### src/rtl/axilite_write_arbiter.sv
// Two-requester AXI4-Lite write-channel arbiter: round-robin grant held for a
// whole AW/W/B transaction, with combinational pass-through while granted.
module axilite_write_arbiter #(
    parameter int AXILITE_ADDR_WIDTH = 48,
    parameter int AXILITE_DATA_WIDTH = 64
) (
    input  logic                          clk,
    input  logic                          rst_n,

    input  logic [AXILITE_ADDR_WIDTH-1:0] s0_awaddr,
    input  logic                          s0_awvalid,
    output logic                          s0_awready,
    input  logic [AXILITE_DATA_WIDTH-1:0] s0_wdata,
    input  logic                          s0_wvalid,
    output logic                          s0_wready,
    output logic [1:0]                    s0_bresp,
    output logic                          s0_bvalid,
    input  logic                          s0_bready,

    input  logic [AXILITE_ADDR_WIDTH-1:0] s1_awaddr,
    input  logic                          s1_awvalid,
    output logic                          s1_awready,
    input  logic [AXILITE_DATA_WIDTH-1:0] s1_wdata,
    input  logic                          s1_wvalid,
    output logic                          s1_wready,
    output logic [1:0]                    s1_bresp,
    output logic                          s1_bvalid,
    input  logic                          s1_bready,

    output logic [AXILITE_ADDR_WIDTH-1:0] m_axi_awaddr,
    output logic                          m_axi_awvalid,
    input  logic                          m_axi_awready,
    output logic [AXILITE_DATA_WIDTH-1:0] m_axi_wdata,
    output logic                          m_axi_wvalid,
    input  logic                          m_axi_wready,
    input  logic [1:0]                    m_axi_bresp,
    input  logic                          m_axi_bvalid,
    output logic                          m_axi_bready,

    output logic                          grant_id,
    output logic                          busy
);

    localparam logic [1:0] ST_IDLE   = 2'd0;
    localparam logic [1:0] ST_XFER   = 2'd1;
    localparam logic [1:0] ST_WAIT_B = 2'd2;

    logic [1:0] state;
    logic       aw_done;
    logic       w_done;
    logic       rr_last;

    logic       req0;
    logic       req1;
    logic       arb_grant;
    logic       in_xfer;
    logic       in_wait;

    logic [AXILITE_ADDR_WIDTH-1:0] sel_awaddr;
    logic [AXILITE_DATA_WIDTH-1:0] sel_wdata;
    logic       sel_awvalid;
    logic       sel_wvalid;
    logic       sel_bready;

    logic       g_awready;
    logic       g_wready;
    logic       g_bvalid;
    logic       aw_hs;
    logic       w_hs;
    logic       b_hs;

    assign req0 = s0_awvalid | s0_wvalid;
    assign req1 = s1_awvalid | s1_wvalid;

    // On a tie the requester that was not served last wins.
    assign arb_grant = (req0 & req1) ? ~rr_last : req1;

    assign in_xfer = (state == ST_XFER);
    assign in_wait = (state == ST_WAIT_B);
    assign busy    = (state != ST_IDLE);

    assign sel_awaddr  = grant_id ? s1_awaddr  : s0_awaddr;
    assign sel_wdata   = grant_id ? s1_wdata   : s0_wdata;
    assign sel_awvalid = grant_id ? s1_awvalid : s0_awvalid;
    assign sel_wvalid  = grant_id ? s1_wvalid  : s0_wvalid;
    assign sel_bready  = grant_id ? s1_bready  : s0_bready;

    assign m_axi_awaddr  = busy ? sel_awaddr : '0;
    assign m_axi_wdata   = busy ? sel_wdata  : '0;
    assign m_axi_awvalid = in_xfer & sel_awvalid & ~aw_done;
    assign m_axi_wvalid  = in_xfer & sel_wvalid  & ~w_done;
    assign m_axi_bready  = in_wait & sel_bready;

    // A B beat arriving outside WAIT_B is held off by bready staying low.
    assign g_awready = in_xfer & m_axi_awready & ~aw_done;
    assign g_wready  = in_xfer & m_axi_wready  & ~w_done;
    assign g_bvalid  = in_wait & m_axi_bvalid;

    assign s0_awready = g_awready & ~grant_id;
    assign s0_wready  = g_wready  & ~grant_id;
    assign s0_bvalid  = g_bvalid  & ~grant_id;
    assign s0_bresp   = (in_wait & ~grant_id) ? m_axi_bresp : 2'b00;

    assign s1_awready = g_awready & grant_id;
    assign s1_wready  = g_wready  & grant_id;
    assign s1_bvalid  = g_bvalid  & grant_id;
    assign s1_bresp   = (in_wait & grant_id) ? m_axi_bresp : 2'b00;

    assign aw_hs = m_axi_awvalid & m_axi_awready;
    assign w_hs  = m_axi_wvalid  & m_axi_wready;
    assign b_hs  = m_axi_bvalid  & m_axi_bready;

    // rr_last resets to 1 so that requester 0 wins the first tie.
    always_ff @(posedge clk) begin
        if (!rst_n) begin
            state    <= ST_IDLE;
            grant_id <= 1'b0;
            aw_done  <= 1'b0;
            w_done   <= 1'b0;
            rr_last  <= 1'b1;
        end else begin
            case (state)
                ST_IDLE: begin
                    if (req0 | req1) begin
                        grant_id <= arb_grant;
                        aw_done  <= 1'b0;
                        w_done   <= 1'b0;
                        state    <= ST_XFER;
                    end
                end
                ST_XFER: begin
                    if (aw_hs) begin
                        aw_done <= 1'b1;
                    end
                    if (w_hs) begin
                        w_done <= 1'b1;
                    end
                    if ((aw_done | aw_hs) & (w_done | w_hs)) begin
                        state <= ST_WAIT_B;
                    end
                end
                ST_WAIT_B: begin
                    if (b_hs) begin
                        rr_last <= grant_id;
                        state   <= ST_IDLE;
                    end
                end
                default: begin
                    state <= ST_IDLE;
                end
            endcase
        end
    end

endmodule

### config.mk
export PLATFORM = sky130hd
export DESIGN_NAME = axilite_write_arbiter
export DESIGN_NICKNAME = d
export VERILOG_FILES = /design/src/rtl/axilite_write_arbiter.sv
export SDC_FILE = /design/constraint.sdc
export NUM_CORES = 1
export LEC_CHECK = 0
export CAP_MARGIN = 0
export CORE_AREA = 2 2 142 144
export DETAILED_ROUTE_END_ITERATION = 7
export DIE_AREA = 0 0 144 146
export SYNTH_ARGS = -nofsm -noshare
export SYNTH_HDL_FRONTEND = slang
export SYNTH_SLANG_ARGS = --single-unit
export TNS_END_PERCENT = 1
### constraint.sdc
create_clock -name clk -period 2.3 [get_ports clk]
set_input_delay 0.575 -clock clk [delete_from_list [all_inputs] [get_ports clk]]
set_output_delay 0.575 -clock clk [all_outputs]
set_load 0.01 [all_outputs]
==> results of run 1 <==
registers in the layout, indices dropped and copies added, names as in the netlist:
register,flops
state,2
aw_done,1
grant_id,1
rr_last,1
w_done,1
worst max-delay path by stage:
stage	endpoint	depth (start not counted)	slack, ps	from
after floorplan	m_axi_wdata[45]	5	500	grant_id
after global placement	m_axi_awaddr[3]	4	-160	s1_awaddr[3]
after detailed placement	m_axi_wvalid	4	-160	s0_wvalid
after CTS	m_axi_awaddr[23]	4	0.6	s1_awaddr[23]
after global routing	m_axi_wdata[18]	5	1	grant_id
final	m_axi_wvalid	4	80	s0_wvalid
through the flow:
stage          area [µm²]  setup TNS [ps]  hold WS (ps)  utilization, %  setup WS (ps)
2_1_floorplan        2140               0           450               -            502
3_3_place_gp         6280           -2690           481            32.5           -156
3_5_place_dp         6280           -2980           493            32.5           -160
4_1_cts              6230               0           498            32.2          0.609
5_1_grt              6280               0           538            32.5           1.30
6_report             6290               0           498            32.5           83.4
layout make-up:
type / count / area share [%]
Antenna cell: 1 / 0.0398
Clock buffer: 4 / 1.25
Inverter: 2 / 0.119
Multi-Input combinational cell: 273 / 29.7
Sequential cell: 6 / 1.97
Tap cell: 265 / 5.27
Timing Repair Buffer: 393 / 61.7
power by group:
| group | leakage (nW) | internal, mW | switching (mW) | total [mW] |
|---|---|---|---|---|
| Clock | 0.0382 | 0.230 | 0.0601 | 0.290 |
| Combinational | 2.79 | 1.13 | 0.920 | 2.05 |
| Sequential | 0.0499 | 0.117 | 0.0228 | 0.140 |
per-layer routing:
metal / vias up / routed length [µm]
met5: - / 0
met4: 0 / 81
met3: 8 / 1200
met2: 167 / 6780
met1: 1506 / 4670
li1: 1791 / -
cell families (layout without fill, tap and decap cells):
family	after synthesis	after routing
and+or+nand+nor	144	144
muxes	115	115
buffers and inverters	30	399
AOI/OAI and AO/OA	13	13
DFF	6	6
xor gates and xnor gates	1	1
other	0	1
repair_timing:
action | in CTS | in global routing
gates resized for setup | 110 | 21
endpoints found under the setup margin | 107 | 21
pin swaps | 0 | 0
cell usage in the layout (no fill, tap or decap), drive strengths merged:
master         count
nand3              3
mux2i            113
dfxtp              6
nor3b              2
nor3               1
nor2             124
dlymetal6s2s      19
o31a               1
buf               30
clkdlybuf4s15      2
or4b               1
nand2              4
and2               2
nand2b             4
a21boi             5
clkdlybuf4s50    236
dlygate4sd2      106
nor4               1
inv                2
diode              1
mux2               2
o21ai              4
o211ai             1
o31ai              1
clkbuf             4
xor2               1
and3               2
a2111oi            1
worst max-delay path, cell delays in order:
cell and delay [ps]:
clkdlybuf4s50_1 420, mux2_2 280, and2_1 140, clkdlybuf4s15_1 220
==> flow_summary.toml, run 1 <==
[global_route]
grtUsageMet3_pct = 2.50
gr-usage-all-layers_pct = 10.7
grt_pass1_wl_mm = 18.2
top_usage_layer = "met2"
met2_usage_pct = 21.5
grt_util_met1_pct = 11.4
first_global_vias = 3399
grt_max_degree = 65
antenna_found_initial = 1
grt_overflow_total = 0

[setup_path]
ff2ff_path_depth = 5
crit_type = "in2out"
cp_max_fo = 2
rr_startpoint = "grant_id"
startpoint_type = "input port"
critPathCaptureType = "output port"
worst_ep_arrival_time_ps = 1640
required_ps = 1730
rrSetupSlack_ps = 650
rr_endpoint = "state[1]"

[clocking]
clock_sinks = 6
cts_setup_buffers = 0
cts-root-buf = "clkbuf_16"
cts_buffers = 3
path_clk_slew_ps = 40
holdBufCountCts = 0
clk-insertion-delay-late_ps = 230
cts_tree = "yes"
clk_path_buf_depth = 2
htree_levels = 1

[synthesis]
ys_warn_count = 0
synth_compound_area_share_pct = 4.50
synthMuxAreaShare_pct = 53.8
syn-num-nets = 546
synth-simple-area-share_pct = 27.7
syn_area_per_cell_um2 = 6.94
netlist_instances = 309
ys_ff_latch = 6
yosys.area.top_type = "mux2i_1"
ys_top_cells_by_area = "mux2i_1, nor2_1, dfxtp_1"
synth_top_family_by_area = "multiplexers"
synth_top_flop_cell = "dfxtp_1"
yosys-top-cells-count = "nor2_1, mux2i_1, buf_2"
synthAdderAreaFrac_pct = 0
synth_edf_count = 0
ys_seq_area_share_pct = 5.60
async_flop_share_pct = 0
synth.most_common_cell = "nor2_1"
synth_xor_area_share_pct = 0.409
yosysTopAreaCellShare_pct = 52.8
synthesis.area_mm2 = 0.00214
synth_cell_types = 26

[drt]
drc = 0
ant_nets = 0
dr.pass1.iters = 4
wirelength_mm = 12.7
drtIter0Drc = 70
drt-wirelength-per-cell_um = 13.5
drt-vias-per-instance = 3.68
vias = 3472

[pwr]
p_per_area_mw_per_mm2 = 395
p_leak_nw = 2.88
finalPower_mw = 2.48
irDropWorstVdd_mv = 0.273

[sta]
worst_slew_pin_slew_ps = 480
setup_viol = 0
fmax_ghz = 0.451
fin_crit_sh_pct = 96.4
fin_skew_ps = 3.92
slew_violations = 0
fin_crit_ps = 2220
hold_violations = 0
relSlewSlack_pct = 67.7
rsz0062_at_grt = "no"

[finish]
multi_input_comb_area_mm2 = 0.00187
syn_to_final_growth_pct = 193
fin_cells = 944
fill_cells = 2091
seq_area_um2 = 124
layout-drive-gt1-share_pct = 6.05
finalNetCount = 916

[placed_design]
portBuffers = 363
post-place-cells = 939
globalplace.congestion = 0.739
dp_hpwl_mm = 10.8

[floorplan]
num_io_pins = 364
dieArea_mm2 = 0.0210
core-area_mm2 = 0.0193
fp-row-count = 51
start_util_pct = 11.1
fp.dieW_um = 144
dieHeight_um = 146

[min_path]
hp-class = "reg2reg"
worstHoldPathCells = 2
min-delay-start = "w_done"
min_to = "w_done"

[job]
max-cap-violations = 0

[status]
status = "complete, no violations"
(Power assumes the default switching activity.)
==> inputs of run 2 (changes only) <==
- ABC_AREA: unset -> 1
- CAP_MARGIN: 0 -> unset
- CORE_AREA: 2 2 142 144 -> 2 2 140 142
- DIE_AREA: 0 0 144 146 -> 0 0 142 144
==> run 2 against run 1 <==
Against the previous run:
- the run now ends with negative setup slack left
- power decreased by 6.2%
- final area is 1.2% higher
- first-iteration DRC count rose by 74%
- via count up 19%
- final cell count up 12%
- die area shrank 2.7%
- non-clock buffer count rose by 13
- synthesized cell count up 45%
- synthesized area is 6.7% lower
- global-route usage grew 1.4 points
- maximum frequency decreased by 4.7%
- critical path type unchanged
- largest cell class unchanged
- highest routed layer unchanged
==> flow_summary.toml, run 2 <==
[finish]
antenna_cells = 0
final_common_cell = "nand2_1"
fill_cells = 2094
layout-drive-gt1-share_pct = 7.43
regMostFlops = "state"
largest_register_ffs = 2
syn_to_final_growth_pct = 218
finalNetCount = 1059
seq_area_um2 = 125
most-common-layout-cells = "nand2_1, clkdlybuf4s50_1, a21oi_1"
multi_input_comb_area_mm2 = 0.00167

[synthesis]
synth.most_common_cell = "nand2_1"
synth_edf_count = 0
ys_warn_count = 0
ys_ff_latch = 6
yosysTopAreaCellShare_pct = 46.3
syn-num-nets = 686
yosys.area.top_type = "nand2_1"
synth_cell_types = 14
ys_seq_area_share_pct = 6.00
ys_top_cells_by_area = "nand2_1, a21oi_1, buf_2"
yosys-top-cells-count = "nand2_1, a21oi_1, buf_2"
synth_top_flop_cell = "dfxtp_1"
async_flop_share_pct = 0
syn_area_per_cell_um2 = 4.46
synthesis.area_mm2 = 0.00200
netlist_instances = 449

[sta]
worst_slew_pin_slew_ps = 221
hold_violations = 0
setup_viol = 1
rsz0062_at_grt = "yes"
fmax_ghz = 0.430
fin_skew_ps = 1.52
holdWs_ps = 464
fin_crit_sh_pct = 101
fin_ws_ps = -26.1
relSlewSlack_pct = 85.2
fin_crit_ps = 2330
slew_violations = 0

[setup_path]
rr_endpoint = "state[1]"
ff2ff_path_depth = 8
crit_top_cell = "clkdlybuf4s50_1"
worst_ep_arrival_time_ps = 1750
cp_max_fo = 1
startpoint = "s1_wdata[9]"
critPathCaptureType = "output port"
timing.critical_path.buf_inv = 2
rrSetupSlack_ps = 880
critical_path.top_delay_family = "buffers and inverters"
startpoint_type = "input port"
worst-path-stages = 4
worstPathCellList = "clkdlybuf4s50_1 > nand2_1 > a21oi_1 > clkdlybuf4s50_1"
rr_startpoint = "grant_id"
crit_type = "in2out"
crit_end = "m_axi_wdata[9]"
slowest_delay_ps = 540
critPathSlowestCell = "clkdlybuf4s50_1"
required_ps = 1730

[drt]
vias = 4128
drt-vias-per-instance = 3.90
drc = 0
wirelength_mm = 14.4
ant_nets = 0
drt-wirelength-per-cell_um = 13.6
drtIter0Drc = 122
dr.pass1.iters = 4

[pwr]
p_per_area_mw_per_mm2 = 366
irDropWorstVdd_mv = 0.223
p_leak_nw = 3.59

[floorplan]
start_util_pct = 10.5
num_io_pins = 364
core-area_mm2 = 0.0191
dieHeight_um = 144
fp-row-count = 51
fp.dieW_um = 142
dieArea_mm2 = 0.0204

[global_route]
first_global_vias = 3918
gr-usage-all-layers_pct = 12.1
antenna_found_initial = 0
grt_overflow_total = 0
grt_max_degree = 46
grt_pass1_wl_mm = 20.0

[clocking]
clk_path_buf_depth = 2
path_clk_slew_ps = 40
cts_setup_buffers = 0
holdBufCountCts = 0
cts_buffers = 3
cts-root-buf = "clkbuf_16"
clk-insertion-delay-late_ps = 230
htree_levels = 1
cts_tree = "yes"
clock_sinks = 6

[min_path]
min-delay-start = "w_done"
hp-class = "reg2reg"

[placed_design]
dp_hpwl_mm = 11.4
portBuffers = 363
pre_cts_slack_ps = -394
globalplace.congestion = 0.838

[status]
violations = "negative setup slack"
status = "finished with violations"

[job]
max-cap-violations = 0
-- run 2: final cells by class --
| cell class | count | area share, % |
|---|---|---|
| well taps | 238 | 4.68 |
| inverters | 14 | 0.846 |
| clock buffers | 4 | 1.24 |
| repair buffers | 406 | 65.1 |
| multi-input cells | 391 | 26.2 |
| flip-flops and latches | 6 | 1.97 |
-- run 2: worst min-delay path by stage --
stage | to | cells past startpoint
6_report | w_done | 2
5_1_grt | w_done | 2
4_1_cts | aw_done | 2
3_5_place_dp | aw_done | 2
3_3_place_gp | w_done | 2
2_1_floorplan | rr_last | 2
-- run 2: where the power goes --
group | internal, mW | leakage, nW | switching, mW | total, mW
clock network | 0.231 | 0.0382 | 0.0662 | 0.297
registers | 0.115 | 0.0503 | 0.0109 | 0.126
logic | 1.04 | 3.51 | 0.867 | 1.90
-- run 2: stage by stage --
stage	TNS (ps)	utilization [%]	cells	area, µm²	total power [mW]
2_1_floorplan	0	-	449	2000	0.838
3_3_place_gp	-9080	32.3	1054	6160	2.20
3_5_place_dp	-9160	32.3	1054	6160	2.20
4_1_cts	-4430	32.3	1058	6170	2.38
5_1_grt	-81.3	33.3	1059	6360	2.51
6_report	-26.1	33.3	1059	6360	2.33
-- run 2: layer usage --
| metal | up-vias | GRT usage (%) | wire [µm] |
|---|---|---|---|
| met1 | 1776 | 14.3 | 5900 |
| met2 | 172 | 22.9 | 7370 |
| li1 | 2169 | - | - |
| met4 | 0 | 2.32 | 151 |
| met5 | - | 0 | 0 |
| met3 | 11 | 2.32 | 1020 |
-- run 2: what timing repair did --
action                                  in CTS  in global routing
endpoints found under the hold margin        0                  0
pin swaps                                    1                  0
resized for setup                           78                 67
endpoints found under the setup margin     124                 60
cloned                                       0                  1
-- run 2: kinds of logic after synthesis --
logic type / synth area share, %
compound gates: 31.6
buf+inv: 12.1
simple gates: 50.3
flops: 6.00
-- run 2: tightest hold or removal path: cells and delay by family, from the launching register on --
kind / cells / cell delay, ps
AOI/OAI and AO/OA: 1 / 50
DFF: 1 / 300
and+or+nand+nor: 1 / 60
